--- src/rtl/mc_control_fsm.sv ---
// mc_control_fsm -- multicycle MIPS-subset control unit.
// A single state register sequences fetch/decode/execute; the datapath
// strobes are decoded combinationally from the current state (FETCH and
// BRANCH also look at mem_ready / br_taken).
// Memory states (FETCH, MREAD, MWRITE) share one wait counter and fall into
// TRAP with a timeout fault if mem_ready never arrives.
// Optional feature: define MC_CONTROL_JAL_EN to decode jal into the LINK state.
module mc_control_fsm #(
  parameter int MEM_TIMEOUT = 15,
  parameter int CNT_W       = 16
) (
  input  logic             clk,
  input  logic             rst_n,
  input  logic [31:0]      instr,
  input  logic             mem_ready,
  input  logic             br_taken,
  output logic [3:0]       state,
  output logic             pc_we,
  output logic             ir_we,
  output logic             mem_re,
  output logic             mem_we,
  output logic             rf_we,
  output logic [1:0]       pc_src,
  output logic [1:0]       alu_op,
  output logic [1:0]       rf_wsel,
  output logic [1:0]       fault,
  output logic [CNT_W-1:0] retired
);

  localparam logic [3:0] S_IDLE   = 4'd0;
  localparam logic [3:0] S_FETCH  = 4'd1;
  localparam logic [3:0] S_DECODE = 4'd2;
  localparam logic [3:0] S_MADDR  = 4'd3;
  localparam logic [3:0] S_MREAD  = 4'd4;
  localparam logic [3:0] S_MWB    = 4'd5;
  localparam logic [3:0] S_MWRITE = 4'd6;
  localparam logic [3:0] S_EXEC   = 4'd7;
  localparam logic [3:0] S_ALUWB  = 4'd8;
  localparam logic [3:0] S_BRANCH = 4'd9;
  localparam logic [3:0] S_IEXEC  = 4'd10;
  localparam logic [3:0] S_IWB    = 4'd11;
  localparam logic [3:0] S_JUMP   = 4'd12;
  localparam logic [3:0] S_TRAP   = 4'd13;
  localparam logic [3:0] S_LINK   = 4'd14;

  localparam logic [5:0] OP_RTYPE = 6'b000000;
  localparam logic [5:0] OP_LW    = 6'b100011;
  localparam logic [5:0] OP_SW    = 6'b101011;
  localparam logic [5:0] OP_BGTZ  = 6'b000111;
  localparam logic [5:0] OP_BEQ   = 6'b000100;
  localparam logic [5:0] OP_ADDI  = 6'b001000;
  localparam logic [5:0] OP_ORI   = 6'b001101;
  localparam logic [5:0] OP_J     = 6'b000010;
`ifdef MC_CONTROL_JAL_EN
  localparam logic [5:0] OP_JAL   = 6'b000011;
`endif

  localparam logic [5:0] F_ADD = 6'b100000;
  localparam logic [5:0] F_SUB = 6'b100010;
  localparam logic [5:0] F_AND = 6'b100100;
  localparam logic [5:0] F_OR  = 6'b100101;
  localparam logic [5:0] F_SLT = 6'b101010;

  localparam logic [1:0] FAULT_NONE = 2'b00;
  localparam logic [1:0] FAULT_ILL  = 2'b01;
  localparam logic [1:0] FAULT_TMO  = 2'b10;

  // Counter value seen in the last permitted wait cycle; a miss there times out.
  localparam logic [7:0] TMO_LAST = 8'(MEM_TIMEOUT - 1);

  logic [3:0]       state_q, state_d;
  logic [1:0]       fault_q, fault_d;
  logic [7:0]       wait_q, wait_d;
  logic [CNT_W-1:0] retired_q, retired_d;

  logic [5:0] op_s;
  logic [5:0] funct_s;
  logic       tmo_hit_s;
  logic [7:0] wait_inc_s;
  logic       unused_instr_s;

  assign op_s           = instr[31:26];
  assign funct_s        = instr[5:0];
  assign unused_instr_s = ^instr[25:6];
  assign tmo_hit_s      = (wait_q == TMO_LAST);
  assign wait_inc_s     = wait_q + 8'd1;

  // Instruction decode: which state follows DECODE for a given opcode/funct.
  function automatic logic [3:0] decode_next(input logic [5:0] op, input logic [5:0] funct);
    logic [3:0] nxt;
    nxt = S_TRAP;
    case (op)
      OP_LW, OP_SW: nxt = S_MADDR;
      OP_RTYPE: begin
        case (funct)
          F_ADD, F_SUB, F_AND, F_OR, F_SLT: nxt = S_EXEC;
          default:                          nxt = S_TRAP;
        endcase
      end
      OP_BGTZ, OP_BEQ: nxt = S_BRANCH;
      OP_ADDI, OP_ORI: nxt = S_IEXEC;
      OP_J:            nxt = S_JUMP;
`ifdef MC_CONTROL_JAL_EN
      OP_JAL:          nxt = S_LINK;
`endif
      default:         nxt = S_TRAP;
    endcase
    return nxt;
  endfunction

  // Next-state, fault capture and memory wait counter.
  always_comb begin
    state_d = state_q;
    fault_d = fault_q;
    wait_d  = 8'd0;
    case (state_q)
      S_IDLE: state_d = S_FETCH;
      S_FETCH: begin
        if (mem_ready) begin
          state_d = S_DECODE;
        end else if (tmo_hit_s) begin
          state_d = S_TRAP;
          fault_d = FAULT_TMO;
        end else begin
          wait_d = wait_inc_s;
        end
      end
      S_DECODE: begin
        state_d = decode_next(op_s, funct_s);
        if (state_d == S_TRAP) begin
          fault_d = FAULT_ILL;
        end else begin
          fault_d = fault_q;
        end
      end
      S_MADDR: begin
        if (op_s == OP_LW) begin
          state_d = S_MREAD;
        end else begin
          state_d = S_MWRITE;
        end
      end
      S_MREAD: begin
        if (mem_ready) begin
          state_d = S_MWB;
        end else if (tmo_hit_s) begin
          state_d = S_TRAP;
          fault_d = FAULT_TMO;
        end else begin
          wait_d = wait_inc_s;
        end
      end
      S_MWB: state_d = S_FETCH;
      S_MWRITE: begin
        if (mem_ready) begin
          state_d = S_FETCH;
        end else if (tmo_hit_s) begin
          state_d = S_TRAP;
          fault_d = FAULT_TMO;
        end else begin
          wait_d = wait_inc_s;
        end
      end
      S_EXEC:   state_d = S_ALUWB;
      S_ALUWB:  state_d = S_FETCH;
      S_BRANCH: state_d = S_FETCH;
      S_IEXEC:  state_d = S_IWB;
      S_IWB:    state_d = S_FETCH;
      S_JUMP:   state_d = S_FETCH;
      S_TRAP:   state_d = S_TRAP;
      S_LINK: begin
`ifdef MC_CONTROL_JAL_EN
        state_d = S_FETCH;
`else
        state_d = S_TRAP;
        fault_d = FAULT_ILL;
`endif
      end
      default: begin
        state_d = S_TRAP;
        fault_d = FAULT_ILL;
      end
    endcase
  end

  // Retired count: every return to FETCH except the start-up IDLE->FETCH.
  always_comb begin
    if ((state_d == S_FETCH) && (state_q != S_FETCH) && (state_q != S_IDLE)) begin
      retired_d = retired_q + CNT_W'(1);
    end else begin
      retired_d = retired_q;
    end
  end

  // Datapath strobes decoded from the current state.
  always_comb begin
    pc_we   = 1'b0;
    ir_we   = 1'b0;
    mem_re  = 1'b0;
    mem_we  = 1'b0;
    rf_we   = 1'b0;
    pc_src  = 2'd0;
    alu_op  = 2'd0;
    rf_wsel = 2'd0;
    case (state_q)
      S_FETCH: begin
        mem_re = 1'b1;
        if (mem_ready) begin
          ir_we = 1'b1;
          pc_we = 1'b1;
        end else begin
          ir_we = 1'b0;
          pc_we = 1'b0;
        end
      end
      S_MADDR:  alu_op = 2'd0;
      S_MREAD:  mem_re = 1'b1;
      S_MWB:    rf_we  = 1'b1;
      S_MWRITE: mem_we = 1'b1;
      S_EXEC:   alu_op = 2'd1;
      S_ALUWB: begin
        rf_we   = 1'b1;
        rf_wsel = 2'd1;
      end
      S_BRANCH: begin
        alu_op = 2'd3;
        pc_src = 2'd1;
        pc_we  = br_taken;
      end
      S_IEXEC: begin
        if (op_s == OP_ORI) begin
          alu_op = 2'd2;
        end else begin
          alu_op = 2'd0;
        end
      end
      S_IWB: rf_we = 1'b1;
      S_JUMP: begin
        pc_we  = 1'b1;
        pc_src = 2'd2;
      end
`ifdef MC_CONTROL_JAL_EN
      S_LINK: begin
        rf_we   = 1'b1;
        rf_wsel = 2'd2;
        pc_we   = 1'b1;
        pc_src  = 2'd2;
      end
`endif
      default: begin
        pc_we = 1'b0;
      end
    endcase
  end

  // Control state, fault, wait counter and retired counter registers.
  always_ff @(posedge clk or negedge rst_n) begin
    if (!rst_n) begin
      state_q   <= S_IDLE;
      fault_q   <= FAULT_NONE;
      wait_q    <= 8'd0;
      retired_q <= '0;
    end else begin
      state_q   <= state_d;
      fault_q   <= fault_d;
      wait_q    <= wait_d;
      retired_q <= retired_d;
    end
  end

  assign state   = state_q;
  assign fault   = fault_q;
  assign retired = retired_q;

endmodule

--- config.mk ---
export PLATFORM = sky130hd
export DESIGN_NAME = mc_control_fsm
export DESIGN_NICKNAME = d
export VERILOG_FILES = /design/src/rtl/mc_control_fsm.sv
export SDC_FILE = /design/constraint.sdc
export NUM_CORES = 1
export LEC_CHECK = 0
export ABC_AREA = 1
export CAP_MARGIN = 5
export CELL_PAD_IN_SITES_DETAIL_PLACEMENT = 2
export CELL_PAD_IN_SITES_GLOBAL_PLACEMENT = 2
export CORE_MARGIN = 1.5
export CORE_UTILIZATION = 36
export DETAILED_ROUTE_END_ITERATION = 10
export DONT_BUFFER_PORTS = 1
export PLACE_DENSITY_LB_ADDON = 0.1
export SETUP_SLACK_MARGIN = 0.4
export SYNTH_ARGS = -nofsm -noshare
export SYNTH_HDL_FRONTEND = slang
export SYNTH_SLANG_ARGS = --single-unit
--- constraint.sdc ---
create_clock -name clk -period 3.5 [get_ports clk]
set_input_delay 0 -clock clk [delete_from_list [all_inputs] [get_ports clk]]
set_output_delay 0 -clock clk [all_outputs]
set_load 0.1 [all_outputs]
==> metrics.json, run 1 <==
{
  "outcome": {"value": "completed"},
  "routed_wl": {"value": 7.18, "unit": "mm"},
  "hp-class": {"value": "input pin to flip-flop"},
  "gate_family_responsible_for_the_most_delay_along_the_worst_path": {"value": "simple AND/OR/NAND/NOR gates"},
  "cts.htree.levels": {"value": 2},
  "drive_gt1_share": {"value": 19.0, "unit": "%"},
  "slowest_stage": {"value": "sky130_fd_sc_hd__nor2_4"},
  "timing.critical_path.required": {"value": 3.50, "unit": "ns"},
  "rsz_0062_raised_after_global_routing": {"value": "no"},
  "global_route.overflow_total": {"value": 0},
  "path_buf_inv": {"value": 3},
  "synth_cell_types": {"value": 34},
  "antenna_cells_inserted": {"value": 0},
  "synth_edf_count": {"value": 0},
  "clock_insertion_delay_worst_skew": {"value": 0.29, "unit": "ns"},
  "synth_largest_area_cell": {"value": "sky130_fd_sc_hd__dfrtp_1"},
  "power.density": {"value": 944, "unit": "nW/µm²"},
  "synthesis.area": {"value": 2150, "unit": "µm²"},
  "drcViolationCount": {"value": 0},
  "clock_sink_count": {"value": 30},
  "seq_power_share": {"value": 22.7, "unit": "%"},
  "async_sr_flop_fraction": {"value": 100, "unit": "%"},
  "share_clk_of_total_power": {"value": 12.4, "unit": "%"},
  "pin_count_of_the_biggest_net_entering_global_routing": {"value": 31},
  "yosysTopAreaCellShare": {"value": 35.0, "unit": "%"},
  "place.detailed.instances": {"value": 405},
  "die_width": {"value": 80.2, "unit": "µm"},
  "setup_viol": {"value": 0},
  "cts.reportedPaths.clkPinSlew": {"value": 0.06, "unit": "ns"},
  "fillCellCount": {"value": 703},
  "detailedRoute.firstPassIterationCount": {"value": 4},
  "crit_path_start_kind": {"value": "flip-flop"},
  "placement_rows": {"value": 27},
  "fin_cells": {"value": 415},
  "area_of_the_multi_input_gates": {"value": 1240, "unit": "µm²"},
  "post-cts-setup-buffers": {"value": 0},
  "ctsRootBufferMaster": {"value": "sky130_fd_sc_hd__clkbuf_8"},
  "crit_end_category": {"value": "primary output"},
  "post_synth_inst_count": {"value": 312},
  "nets": {"value": 381},
  "cts_buffer_depth": {"value": 2},
  "timing.setup.critical_path_class": {"value": "flip-flop to primary output"},
  "routed_vias_inst": {"value": 5.17},
  "synth_area_leaders": {"value": "sky130_fd_sc_hd__dfrtp_1 (35%), sky130_fd_sc_hd__nand2_1 (15%), sky130_fd_sc_hd__nand3_1 (8.6%), sky130_fd_sc_hd__nor2_1 (6.8%), sky130_fd_sc_hd__inv_1 (5.9%)"},
  "die_h": {"value": 80.2, "unit": "µm"},
  "netlist_top_cells_count": {"value": "sky130_fd_sc_hd__nand2_1 (88), sky130_fd_sc_hd__nor2_1 (39), sky130_fd_sc_hd__nand3_1 (37)"},
  "crit_fanout": {"value": 6},
  "placer_congestion": {"value": 0.792},
  "cp_slowest_stage_delay": {"value": 0.53, "unit": "ns"},
  "track_usage": {"value": 24.5, "unit": "%"},
  "synth_most_common_cell": {"value": "sky130_fd_sc_hd__nand2_1"},
  "ys_seq_area_share": {"value": 35.0, "unit": "%"},
  "die_area": {"value": 6440, "unit": "µm²"},
  "switching_share": {"value": 63.7, "unit": "%"},
  "maxSlewViolCount": {"value": 0},
  "num_vias": {"value": 2146},
  "hold_viol_final": {"value": 0},
  "worst_clock_skew": {"value": 0.00848, "unit": "ns"},
  "post_detailed_placement_cell_area": {"value": 2430, "unit": "µm²"},
  "worstPathCellList": {"value": "inv_1 -> nor2_1 -> inv_1 -> nor2_4 -> inv_1 -> o21ai_2"},
  "worstMarginPinSlew": {"value": 1.08, "unit": "ns"},
  "fmax": {"value": 383, "unit": "MHz"},
  "power.leakage": {"value": 1.34, "unit": "nW"},
  "ir_worst_vdd": {"value": 0.000443, "unit": "V"},
  "area.sequential": {"value": 751, "unit": "µm²"},
  "finalCritPeriodShare": {"value": 74.6, "unit": "%"},
  "crit_path_dat": {"value": 2.61, "unit": "ns"},
  "num_ports": {"value": 69},
  "synth_area_per_cell": {"value": 6.88, "unit": "µm²"},
  "vias_in_the_first_global_route": {"value": 2373},
  "synth-seq-cells": {"value": 30},
  "initial_utilization": {"value": 38.1, "unit": "%"},
  "power_frac_comb": {"value": 64.9, "unit": "%"},
  "fp.coreArea": {"value": 5640, "unit": "µm²"},
  "synthToLayoutAreaGrowth": {"value": 18.7, "unit": "%"},
  "number_of_antenna_violations_at_the_first_check_in_global_routing": {"value": 0},
  "synth_top_flop_cell": {"value": "sky130_fd_sc_hd__dfrtp_1"},
  "critical_path.most_common_cell": {"value": "sky130_fd_sc_hd__inv_1"},
  "stdcell_area": {"value": 2550, "unit": "µm²"},
  "cts_tree": {"value": "done"},
  "max-cap-violations": {"value": 0},
  "intPower": {"value": 0.874, "unit": "mW"},
  "grt_pass1_wl": {"value": 11.9, "unit": "mm"},
  "drtAntennaViolNets": {"value": 0},
  "detailed_place_hpwl": {"value": 5.40, "unit": "mm"},
  "total_switching_power": {"value": 1.53, "unit": "mW"},
  "synthesis.nets": {"value": 351},
  "period_needed": {"value": 2.61, "unit": "ns"},
  "numPortBuffers": {"value": 0},
  "synthesis.yosys.warnings": {"value": 0},
  "slew_headroom": {"value": 28.1, "unit": "%"},
  "routedWlPerCell": {"value": 17.3, "unit": "µm"},
  "drt_first_iter_violations": {"value": 80},
  "numCtsBuffers": {"value": 5}
}
[power groups by stage]
stage,Sequential [mW],Clock (mW),Combinational (mW)
floorplan,0.860,0,0.943
global placement,0.549,0,1.49
detailed placement,0.553,0,1.55
CTS,0.545,0.303,1.57
global route,0.553,0.319,1.67
finish,0.546,0.299,1.56
[flip-flops by register name, summed over array words and instances, names as in the netlist]
| signal | count |
|---|---|
| fault | 2 |
| retired | 16 |
| state | 4 |
| wait_q | 8 |
[layout make-up]
type | instances | share of cell area, %
clock buffers | 7 | 3.39
clock inverters | 1 | 0.196
inverters | 40 | 5.89
multi-input cells | 237 | 48.7
flip-flops and latches | 30 | 29.5
well taps | 72 | 3.53
repair buffers | 28 | 8.84
[worst paths after layout]
check                           startpoint          end  slack (ns)  cells after the start
min in group asynchronous            rst_n    wait_q[4]        0.15                      2
max in group asynchronous            rst_n  retired[12]        3.17                      2
worst min register to register   wait_q[0]    wait_q[0]        0.50                      1
worst min-delay path             mem_ready     state[0]        0.01                      3
worst max-delay path              state[3]    alu_op[1]        0.89                      6
worst max register to register    state[1]   retired[4]        0.97                     12
[worst register-to-register path, delay by kind of cell (launching register included)]
family / cells / cell delay, ns
and+or+nand+nor: 9 / 1.42
buffers and inverters: 2 / 0.48
DFF: 1 / 0.33
AOI/OAI and AO/OA: 1 / 0.19
[metal layers]
layer / up-vias / track usage, % / share of wire (%)
met1: 1051 / 28.9 / 43
li1: 1039 / - / -
met2: 42 / 43.0 / 51
met4: 0 / 8.97 / 2.4
met5: - / 0 / 0
met3: 14 / 5.68 / 3.5
[logic make-up (layout without fill, tap and decap cells)]
| kind of cell | after synthesis | count (layout) | share of synthesized area [%] |
|---|---|---|---|
| and+or+nand+nor | 200 | 200 | 43.2 |
| buffers and inverters | 45 | 76 | 8.80 |
| other | 1 | 1 | 0.175 |
| adders and majority gates | 3 | 3 | 1.75 |
| xor gates and xnor gates | 15 | 15 | 6.12 |
| AOI/OAI and AO/OA | 18 | 18 | 5.01 |
| DFF | 30 | 30 | 35.0 |
[what timing repair did]
| action | 4_1_cts | 5_1_grt |
|---|---|---|
| hold buffers | 2 | 0 |
| endpoints found under the setup margin | 0 | 0 |
| gates resized for setup | 0 | 0 |
| hold endpoints to repair | 30 | 0 |
[layout by cell type (no fill, tap or decap), types with 3 or more instances in the layout]
cell type and count:
sky130_fd_sc_hd__nand2_1 88, sky130_fd_sc_hd__nand3_1 37, sky130_fd_sc_hd__nor2_1 35, sky130_fd_sc_hd__inv_1 34
sky130_fd_sc_hd__dfrtp_1 30, sky130_fd_sc_hd__buf_4 26, sky130_fd_sc_hd__xor2_1 9, sky130_fd_sc_hd__nor2_2 8
sky130_fd_sc_hd__nor3_1 8, sky130_fd_sc_hd__nor2_4 6, sky130_fd_sc_hd__a21oi_1 6, sky130_fd_sc_hd__xnor2_1 6
sky130_fd_sc_hd__clkbuf_8 6, sky130_fd_sc_hd__inv_2 5, sky130_fd_sc_hd__nand2_2 4, sky130_fd_sc_hd__and3_1 3
sky130_fd_sc_hd__o21ai_0 3, sky130_fd_sc_hd__ha_1 3
[stage by stage]
stage / worst slack, ns / utilization (%) / hold WS (ns) / power (mW) / setup TNS, ns
global placement: 1.09 / 43.0 / -0.295 / 2.04 / 0
CTS: 0.886 / 45.2 / 0.00960 / 2.42 / 0
global route: 0.736 / 45.2 / 0.0454 / 2.54 / 0
finish: 0.890 / 45.2 / 0.0111 / 2.41 / 0
floorplan: -0.00166 / - / -0.296 / 1.80 / -0.00166
detailed placement: 0.988 / 43.0 / -0.295 / 2.10 / 0
No activity file was read; power rests on OpenSTA's default activity.
==> inputs of run 2 (changes only) <==
--- a/config.mk
+++ b/config.mk
@@ -5,12 +5,12 @@
 export SDC_FILE = /design/constraint.sdc
 export NUM_CORES = 1
 export LEC_CHECK = 0
-export ABC_AREA = 1
+export ABC_AREA = 0
 export CAP_MARGIN = 5
 export CELL_PAD_IN_SITES_DETAIL_PLACEMENT = 2
 export CELL_PAD_IN_SITES_GLOBAL_PLACEMENT = 2
 export CORE_MARGIN = 1.5
-export CORE_UTILIZATION = 36
+export CORE_UTILIZATION = 37
 export DETAILED_ROUTE_END_ITERATION = 10
 export DONT_BUFFER_PORTS = 1
 export PLACE_DENSITY_LB_ADDON = 0.1
==> constraint.sdc (replaced) <==
create_clock -name clk -period 2.43 [get_ports clk]
set_input_delay 0 -clock clk [delete_from_list [all_inputs] [get_ports clk]]
set_output_delay 0 -clock clk [all_outputs]
set_load 0.1 [all_outputs]
==> metrics.json, run 2 <==
{
  "regToRegStartpoint": {"value": "state[1]"},
  "max-cap-violations": {"value": 0, "change": "unchanged"},
  "numCtsBuffers": {"value": 5, "change": "unchanged"},
  "die_area": {"value": 5760, "unit": "µm²", "change": "-10%"},
  "drt_first_iter_violations": {"value": 103, "change": "+29%"},
  "total_switching_power": {"value": 0.246, "unit": "mW", "change": "-84%"},
  "placer_congestion": {"value": 0.873, "change": "+10%"},
  "synth_area_leaders": {"value": "sky130_fd_sc_hd__dfrtp_1 (38%), sky130_fd_sc_hd__xnor2_1 (7.6%), sky130_fd_sc_hd__nand4_1 (2.9%), sky130_fd_sc_hd__nor2_1 (2.9%), sky130_fd_sc_hd__xor2_1 (2.7%)"},
  "post_detailed_placement_cell_area": {"value": 2380, "unit": "µm²", "change": "-2.1%"},
  "final_core_utilization": {"value": 56.0, "unit": "%", "change": "+11 points"},
  "pin_count_of_the_biggest_net_entering_global_routing": {"value": 31, "change": "unchanged"},
  "cts_tree": {"value": "done"},
  "slew_headroom": {"value": 42.5, "unit": "%", "change": "+14 points"},
  "reg2reg_depth": {"value": 7, "change": "-5"},
  "period_needed": {"value": 2.34, "unit": "ns"},
  "nets": {"value": 306, "change": "-20%"},
  "clock_insertion_delay_worst_skew": {"value": 0.29, "unit": "ns", "change": "about the same"},
  "worst_hold_slack": {"value": 0.0500, "unit": "ns", "change": "+0.0389 ns"},
  "detailedRoute.firstPassIterationCount": {"value": 5, "change": "+1"},
  "ys_seq_area_share": {"value": 38.2, "unit": "%", "change": "+3.2 points"},
  "synth_largest_area_cell": {"value": "sky130_fd_sc_hd__dfrtp_1"},
  "seq_power_share": {"value": 50.4, "unit": "%", "change": "+28 points"},
  "hold_viol_final": {"value": 0, "change": "unchanged"},
  "num_ports": {"value": 69, "change": "unchanged"},
  "synth_most_common_cell": {"value": "sky130_fd_sc_hd__dfrtp_1"},
  "netlist_top_cells_count": {"value": "sky130_fd_sc_hd__dfrtp_1 (30), sky130_fd_sc_hd__xnor2_1 (17), sky130_fd_sc_hd__nor2_1 (15)"},
  "cts.reportedPaths.clkPinSlew": {"value": 0.07, "unit": "ns", "change": "about the same"},
  "number_of_antenna_violations_at_the_first_check_in_global_routing": {"value": 0, "change": "unchanged"},
  "routed_vias_inst": {"value": 6.09, "change": "+18%"},
  "drtAntennaViolNets": {"value": 0, "change": "unchanged"},
  "final.setup.worst_slack": {"value": 0.0947, "unit": "ns", "change": "-0.796 ns"},
  "synthToLayoutAreaGrowth": {"value": 45.5, "unit": "%"},
  "clock_sink_count": {"value": 30, "change": "unchanged"},
  "maxSlewViolCount": {"value": 0, "change": "unchanged"},
  "worst_hold_path.endpoint": {"value": "wait_q[7]"},
  "hold_path.startpoint": {"value": "mem_ready"},
  "r2r_slack": {"value": 0.09, "unit": "ns", "change": "-0.88 ns"},
  "routed_wl": {"value": 9.48, "unit": "mm", "change": "+32%"},
  "power.density": {"value": 346, "unit": "nW/µm²", "change": "-63%"},
  "rsz_0062_raised_after_global_routing": {"value": "yes"},
  "layout_common_cells": {"value": "sky130_fd_sc_hd__buf_4 (54), sky130_fd_sc_hd__dfrtp_1 (26), sky130_fd_sc_hd__xnor2_1 (15)"},
  "ir_worst_vdd": {"value": 0.000417, "unit": "V", "change": "-5.7%"},
  "placement_rows": {"value": 26, "change": "-3.7%"},
  "yosysTopAreaCellShare": {"value": 38.2, "unit": "%", "change": "+3.2 points"},
  "outcome": {"value": "completed"},
  "cts.htree.levels": {"value": 2, "change": "unchanged"},
  "detailed_place_hpwl": {"value": 4.54, "unit": "mm", "change": "-16%"},
  "async_sr_flop_fraction": {"value": 100, "unit": "%", "change": "unchanged"},
  "cts_buffer_depth": {"value": 2, "change": "unchanged"},
  "drive_gt1_share": {"value": 42.5, "unit": "%", "change": "+24 points"},
  "synth_cell_types": {"value": 56, "change": "+65%"},
  "worstMarginPinSlew": {"value": 0.851, "unit": "ns", "change": "-0.227 ns"},
  "initial_utilization": {"value": 38.5, "unit": "%", "change": "+0.45 points"},
  "fin_total_pwr": {"value": 0.989, "unit": "mW", "change": "-59%"},
  "worst_clock_skew": {"value": 0.00704, "unit": "ns", "change": "-0.00144 ns"},
  "grt_pass1_wl": {"value": 12.1, "unit": "mm", "change": "+1.9%"},
  "synthesis.nets": {"value": 249, "change": "-29%"},
  "drcViolationCount": {"value": 0, "change": "unchanged"},
  "power_frac_comb": {"value": 4.6, "unit": "%", "change": "-60 points"},
  "share_clk_of_total_power": {"value": 44.9, "unit": "%", "change": "+33 points"},
  "global_route.overflow_total": {"value": 0, "change": "unchanged"},
  "power.leakage": {"value": 1.22, "unit": "nW", "change": "-9.3%"},
  "synthesis.area": {"value": 1970, "unit": "µm²", "change": "-8.4%"},
  "routedWlPerCell": {"value": 28.0, "unit": "µm", "change": "+62%"},
  "die_h": {"value": 75.9, "unit": "µm", "change": "-5.4%"},
  "vias_in_the_first_global_route": {"value": 2195, "change": "-7.5%"},
  "largest_register_ffs": {"value": 16, "change": "unchanged"},
  "synth_area_per_cell": {"value": 9.37, "unit": "µm²", "change": "+36%"},
  "finalCritPeriodShare": {"value": 96.1, "unit": "%"},
  "synth-seq-cells": {"value": 30, "change": "unchanged"},
  "ctsRootBufferMaster": {"value": "sky130_fd_sc_hd__clkbuf_8"},
  "track_usage": {"value": 27.0, "unit": "%", "change": "+2.5 points"},
  "num_vias": {"value": 2058, "change": "-4.1%"},
  "fmax": {"value": 428, "unit": "MHz"},
  "timing.critical_path.required": {"value": 2.62, "unit": "ns", "change": "-0.88 ns"},
  "crit_end_category": {"value": "flip-flop"},
  "synth_edf_count": {"value": 0, "change": "unchanged"},
  "antenna_cells_inserted": {"value": 0, "change": "unchanged"},
  "crit_fanout": {"value": 7, "change": "+1"},
  "setup_viol": {"value": 0, "change": "unchanged"},
  "post_synth_inst_count": {"value": 210, "change": "-33%"},
  "synth_top_flop_cell": {"value": "sky130_fd_sc_hd__dfrtp_1"},
  "mostFrequentLayoutCell": {"value": "sky130_fd_sc_hd__buf_4"},
  "crit_path_start_kind": {"value": "flip-flop"},
  "synthesis.yosys.warnings": {"value": 0, "change": "unchanged"},
  "stdcell_area": {"value": 2860, "unit": "µm²", "change": "+12%"},
  "timing.setup.critical_path_class": {"value": "flip-flop to flip-flop"},
  "numPortBuffers": {"value": 0, "change": "unchanged"},
  "intPower": {"value": 0.743, "unit": "mW", "change": "-15%"},
  "fp.coreArea": {"value": 5110, "unit": "µm²", "change": "-9.5%"},
  "worstReg2RegEnd": {"value": "retired[4]"},
  "dp_worst_slack": {"value": -0.0241, "unit": "ns", "change": "-1.01 ns"},
  "min_path_cells": {"value": 3, "change": "unchanged"},
  "switching_share": {"value": 24.8, "unit": "%", "change": "-39 points"},
  "die_width": {"value": 75.9, "unit": "µm", "change": "-5.4%"},
  "crit_path_dat": {"value": 2.52, "unit": "ns", "change": "-0.09 ns"},
  "hp-class": {"value": "input pin to flip-flop"},
  "fillCellCount": {"value": 508, "change": "-28%"}
}
run 2: cell types whose count changed in the layout (fill, tap and decap cells not counted), sizes merged, moves of 4 or more:
cell,change
nand4,+7
nand2b,+4
and2,+9
a21o,+4
nor2,-35
xnor2,+11
inv,-35
buf,+34
nand3,-29
nand2,-82
run 2: what timing repair did:
| item | 4_1_cts | 5_1_grt |
|---|---|---|
| endpoints found under the setup margin | 16 | 25 |
| hold endpoints to repair | 30 | 0 |
| resized for setup | 16 | 18 |
| pin swaps | 14 | 16 |
| gates cloned | 1 | 0 |
| setup buffers | 16 | 9 |
| hold buffers | 2 | 0 |
run 2: cell type report:
class / count / area, µm² / share of cell area [%]
clock buffer: 7 / 86.3 / 3.02
timing repair buffer: 62 / 505 / 17.7
sequential: 30 / 763 / 26.7
inverter: 4 / 15.0 / 0.525
multi-input combinational: 164 / 1400 / 48.9
clock inverter: 1 / 5.00 / 0.175
tap: 70 / 87.6 / 3.06
run 2: through the flow:
stage | std cells | setup TNS, ns
after floorplan | 210 | -6.97
after global placement | 302 | 0
after detailed placement | 302 | -0.0331
after CTS | 329 | 0
after global routing | 338 | -0.00907
final | 338 | 0
run 2: worst max-delay path by stage:
stage                    from         end  depth (start not counted)
floorplan            state[3]  retired[1]                          7
global placement    wait_q[5]  retired[9]                          6
detailed placement  wait_q[5]  retired[5]                          6
CTS                 wait_q[5]  retired[5]                          7
global route         state[1]  retired[9]                          8
finish               state[1]  retired[4]                          7
run 2: cells by family (layout without fill, tap and decap cells):
logic type / Yosys count / in the layout / share of synthesized area (%)
xor+xnor: 23 / 23 / 10.2
buf+inv: 16 / 74 / 4.13
mux: 2 / 2 / 1.14
flops: 30 / 30 / 38.2
compound gates: 37 / 37 / 14.2
other cells: 1 / 1 / 0.191
simple gates: 98 / 98 / 30.0
fa+ha+maj: 3 / 3 / 1.91
run 2: power groups by stage:
stage	combinational (mW)	clock [mW]	sequential, mW
after detailed placement	0.0269	0	0.509
after global routing	0.0496	0.472	0.499
final	0.0459	0.444	0.499
after floorplan	0.0310	0	0.509
after global placement	0.0259	0	0.509
after CTS	0.0431	0.429	0.499
run 2: layer usage:
metal  wire [µm]  part of all wire, %  GRT usage (%)
met1        3740                   39           30.5
met4         368                  3.9           6.48
met2        4820                   51           51.1
met5           0                    0              0
met3         547                  5.8           6.02
run 2: critical path, stage by stage, from the launching register on:
cell                       delay [ns]
sky130_fd_sc_hd__dfrtp_4         0.53
sky130_fd_sc_hd__or3b_4          0.39
sky130_fd_sc_hd__a211o_4         0.38
sky130_fd_sc_hd__o221ai_4        0.35
sky130_fd_sc_hd__a21oi_4         0.13
sky130_fd_sc_hd__buf_6           0.18
sky130_fd_sc_hd__nand4_1         0.11
sky130_fd_sc_hd__xnor2_1         0.17
